`src/rtl/frequency_meter.sv`:
```
// -----------------------------------------------------------------------------
// frequency_meter
//
// Gated edge counter. Counts synchronized rising edges of sig_in over a fixed
// window of 2**G system clocks and publishes the total with a one-cycle strobe.
// Windows run back-to-back with no dead cycle while enable stays high, so
// feeding it the output of an N-bit phase-accumulator DCO with G = N reads the
// DCO increment straight out of count.
//
// Parameters
//   G        window exponent, window length = 2**G clk cycles
//   W        width of count (default G+1, which never saturates for inputs
//            at or below clk/2)
//
// Ports
//   clk      system clock, all state updates on the rising edge
//   reset    asynchronous active-high reset, clears everything immediately
//   enable   level; high runs back-to-back windows, low stops/aborts
//   sig_in   asynchronous signal being measured
//   count    rising-edge count of the last completed window
//   valid    one-cycle pulse when count/overflow have just been updated
//   busy     high while a window is in progress
//   overflow last completed window saturated count
// -----------------------------------------------------------------------------
module frequency_meter #(
    parameter int G = 5,
    parameter int W = G + 1
) (
    input  logic         clk,
    input  logic         reset,
    input  logic         enable,
    input  logic         sig_in,
    output logic [W-1:0] count,
    output logic         valid,
    output logic         busy,
    output logic         overflow
);

    localparam logic [G-1:0] GATE_LAST = '1;
    localparam logic [W-1:0] EDGE_MAX  = '1;

    typedef enum logic {
        IDLE,
        GATE
    } state_t;

    state_t         state;
    logic           s1;
    logic           s2;
    logic           s3;
    logic           rise;
    logic [G-1:0]   gate_cnt;
    logic [W-1:0]   edge_cnt;
    logic           sat;
    logic           edge_full;
    logic [W-1:0]   edge_next;
    logic           sat_now;

    // Two flops bring sig_in into the clk domain; the third flop holds the
    // previous synchronized value so a 0->1 step can be seen. These run in
    // every state so the edge history is already settled when a window opens.
    always_ff @(posedge clk or posedge reset) begin
        if (reset) begin
            s1 <= 1'b0;
            s2 <= 1'b0;
            s3 <= 1'b0;
        end else begin
            s1 <= sig_in;
            s2 <= s1;
            s3 <= s2;
        end
    end

    assign rise = s2 & ~s3;

    // Saturating next value of the edge counter. A rise that arrives while
    // the counter is already full is not lost silently: it raises sat_now,
    // which feeds the sticky overflow flag.
    always_comb begin
        edge_full = (edge_cnt == EDGE_MAX);
        edge_next = edge_cnt;
        sat_now   = 1'b0;
        if (rise) begin
            if (edge_full) begin
                sat_now = 1'b1;
            end else begin
                edge_next = edge_cnt + 1'b1;
            end
        end
    end

    assign busy = (state == GATE);

    // Window controller. On the final edge of a window the result is taken
    // from edge_next rather than edge_cnt, so a rise landing on that edge is
    // credited to the finishing window, while the working counters restart
    // at zero so a rise on the following edge goes to the new window. Dropping
    // enable at any edge, including the final one, abandons the window and
    // leaves the published result alone.
    always_ff @(posedge clk or posedge reset) begin
        if (reset) begin
            state    <= IDLE;
            gate_cnt <= '0;
            edge_cnt <= '0;
            sat      <= 1'b0;
            count    <= '0;
            overflow <= 1'b0;
            valid    <= 1'b0;
        end else begin
            valid <= 1'b0;
            case (state)
                IDLE: begin
                    if (enable) begin
                        state    <= GATE;
                        gate_cnt <= '0;
                        edge_cnt <= '0;
                        sat      <= 1'b0;
                    end
                end
                GATE: begin
                    if (!enable) begin
                        state <= IDLE;
                    end else begin
                        gate_cnt <= gate_cnt + 1'b1;
                        if (gate_cnt == GATE_LAST) begin
                            count    <= edge_next;
                            overflow <= sat | sat_now;
                            valid    <= 1'b1;
                            edge_cnt <= '0;
                            sat      <= 1'b0;
                        end else begin
                            edge_cnt <= edge_next;
                            sat      <= sat | sat_now;
                        end
                    end
                end
                default: begin
                    state <= IDLE;
                end
            endcase
        end
    end

endmodule

```
`config.mk`:
```
export PLATFORM = sky130hd
export DESIGN_NAME = frequency_meter
export DESIGN_NICKNAME = d
export VERILOG_FILES = /design/src/rtl/frequency_meter.sv
export SDC_FILE = /design/constraint.sdc
export NUM_CORES = 1
export LEC_CHECK = 0
export CORE_MARGIN = 5
export CORE_UTILIZATION = 54
export CTS_CLUSTER_DIAMETER = 40
export DETAILED_ROUTE_END_ITERATION = 6
export PLACE_DENSITY = 0.79
export SLEW_MARGIN = 5
export SYNTH_ARGS = -nofsm -noshare
export SYNTH_HDL_FRONTEND = slang
export SYNTH_SLANG_ARGS = --single-unit
```
`constraint.sdc`:
```
create_clock -name clk -period 2.2 [get_ports clk]
set_input_delay 0.33 -clock clk [delete_from_list [all_inputs] [get_ports clk]]
set_output_delay 0.33 -clock clk [all_outputs]
set_load 0.02 [all_outputs]
```
==> results by group <==
Route
  • DRT antenna net count: 0
  • Drt via density: around 5.6
  • Routed WL per cell: around 13 um
  • DRT Wirelength: between 1500 and 2000 um
  • Initial DRC count: 7
  • Via count: approximately 840
  • First-pass DRT Iterations: 4
  • Number of remaining DRC errors: 0

CTS
  • # Post-CTS Setup Buffers: 0
  • TritonCTS clock tree: built
  • Htree depth: 1
  • Clock Tree Root: clkbuf_4
  • Clock Sinks: 24
  • Clock Pin Slew Worst Setup and Hold Paths: 0.12 ns
  • Hold buffer count at CTS: 0
  • TritonCTS buffer count: 3
  • Post-CTS Resized: 0
  • Clock Latency Late Sink: 0.31 ns
  • Clock Path Buffers: 2

Power
  • LEAKAGE: approximately 0.58 nW
  • Switch share: a little under a quarter
  • P per Cell Area: about 570 nW/um^2
  • Comb pwr share: under 10%
  • Max IR drop VDD: a little under 0.4 mV
  • Sw power: between 0.15 and 0.2 mW
  • Clock share of power: 29.3%
  • Seq pwr share: 62.2%
  • Pint: between 0.5 and 0.6 mW

Synthesis
  • Post-synthesis cell count: 110
  • Register bit total from synthesis: 24
  • Mean Syn Cell Area: approximately 10 um^2
  • Largest cells by area after synthesis: dfrtp_1 53%, a21oi_1 4.0%, ha_1 3.3%, nand2_1 3.0%, nor2_1 3.0%
  • Top-area cell type share of the netlist area: between 50% and 60%
  • Ys async rst share: between 90% and 100%
  • Post-synth top cells: 24 x dfrtp_1, 9 x a21oi_1, 9 x nand2_1, 9 x nor2_1
  • Post-Syn Area: 1140 um^2
  • Post-synth EDFFs: 0
  • Largest area contributor in the netlist: dfrtp_1
  • Most frequent cell after synthesis: dfrtp_1
  • Distinct cells, synth: 34
  • Main synth FF type: dfrtp_1
  • Yosys warnings: 0
  • Seq/Total Area, Yosys: a little over half
  • Syn Nets: 117

Floorplan
  • Total die area: 3130 um^2
  • Core ar.: between 1500 and 2000 um^2
  • # IOs: 13
  • Height of the die: 55.9 um
  • Die X: ~56 um
  • Initial core utilization: about 58%
  • Row count: 16

Hold path
  • Min-Delay Path Class: in2async

Timing
  • RSZ-0062 raised after global routing: no
  • Fin crit share: 81.2%
  • Clock Skew: between 0.002 and 0.0025 ns
  • Worst hold slack: between 0.3 and 0.4 ns
  • Slew margin rel.: 73.7%
  • Final setup violation count: 0
  • Setup_tns: 0 ns
  • Final min period: roughly 1.8 ns
  • Slew @ Worst Pin: ~0.39 ns
  • Fmax: 0.560 GHz
  • Max-slew violation count: 0
  • Final hold vios: 0

Critical path
  • Slowest CP cell: clkdlybuf4s50_1
  • Critical path class: reg2out
  • Start of the worst register-to-register path: gate_cnt[0]$_DFFE_PP0P_
  • WP data required: between 1.5 and 2 ns
  • Crit path DAT: around 1.5 ns
  • Critical Path, Cell by Cell: clkdlybuf4s50_1
  • Reg2reg end: edge_cnt[3]$_DFFE_PP0P_
  • Reg2Reg Depth: 6
  • Crit path largest cell delay: between 0.6 and 0.7 ns
  • CP endpoint kind: primary output
  • Worst Setup Start Kind: register
  • Reg2Reg Setup Slack: 0.45 ns
  • CP bufs+invs: 1
  • Top delay family on crit path: buffers and inverters
  • CP Max Fanout: 7

GRT
  • Pin count of the biggest net entering global routing: 25
  • Number of global-route vias before repair: around 860
  • Initial antenna violation count: 0
  • Congestion Overflow GR: 0
  • First-pass GRT wire length: approximately 3600 um
  • GRT Total Usage: roughly 14%

Final layout
  • Nets: 132
  • Sequential Area: around 600 um^2
  • ANT cells: 0
  • Share of cells above drive strength 1: a little over an eighth
  • Synth-to-Final Area Change: 15.8%
  • Area of the multi-input gates: approximately 490 um^2
  • Filler cells: between 150 and 200

Place
  • Global placement routability congestion: approximately 0.9
  • HPWL after DPL: about 1500 um
  • I/O Buffers: 12

Status
  • Outcome: finished clean

Flow run
  • Max-Cap Viols: 0
power by group through the flow:
stage | clock, mW | combinational (mW) | sequential, mW
global route | 0.251 | 0.0741 | 0.474
detailed placement | 0 | 0.0658 | 0.480
global placement | 0 | 0.0631 | 0.478
finish | 0.222 | 0.0646 | 0.472
CTS | 0.230 | 0.0657 | 0.472
floorplan | 0 | 0.0476 | 0.477
kinds of logic after synthesis:
family	share of synthesized area (%)
adders and majority gates	3.29
and+or+nand+nor	18.2
AOI/OAI and AO/OA	16.5
buffers and inverters	4.17
xor gates and xnor gates	1.54
muxes	3.62
DFF	52.7
layout make-up:
type,count,share of cell area [%]
inverter,6,1.71
clock buffer,4,2.75
sequential,24,45.5
multi-input combinational,76,37.3
timing repair buffer,14,10.2
tap,27,2.56
through the flow:
step	area (um^2)	setup WS [ns]	power (mW)	util [%]	cells
after floorplan	1140	0.590	0.525	-	110
after global placement	1280	0.430	0.541	64.8	147
after detailed placement	1280	0.396	0.545	64.8	147
after CTS	1320	0.407	0.768	66.6	151
after global routing	1320	0.327	0.799	66.6	151
final	1320	0.413	0.758	66.6	151
cell usage in the layout (no fill, tap or decap), drive strengths merged, types with 2 or more instances in the layout:
master         instances
or2                    2
mux2i                  3
o21ai                  9
o31ai                  3
clkbuf                 4
a21oi                  9
a31oi                  3
dfrtp                 24
nor3                   2
clkdlybuf4s50         12
ha                     3
buf                    2
nor2                  10
nor3b                  2
nand2                  9
inv                    6
a22o                   2
nand3                  7
o21a                   2
flip-flops by register name, summed over array words and instances (netlist names):
name	count
count	6
edge_cnt	6
gate_cnt	5
busy	1
overflow	1
s1	1
s2	1
s3	1
sat	1
valid	1
worst max path at each step:
stage,from,to,slack [ns],cells past startpoint
after floorplan,gate_cnt[0]$_DFFE_PP0P_,edge_cnt[3]$_DFFE_PP0P_,0.59,6
after global placement,enable,edge_cnt[0]$_DFFE_PP0P_,0.43,5
after detailed placement,enable,edge_cnt[4]$_DFFE_PP0P_,0.40,5
after CTS,busy$_DFF_PP0_,busy,0.41,1
after global routing,gate_cnt[0]$_DFFE_PP0P_,edge_cnt[2]$_DFFE_PP0P_,0.33,6
final,busy$_DFF_PP0_,busy,0.41,1
layer usage:
layer / GRT usage (%) / wire, um
met5: 0 / 0
met1: 18.0 / 849
met3: 3.71 / 128
met4: 9.15 / 50
met2: 21.6 / 954
Power figures use the tool's default switching activity.
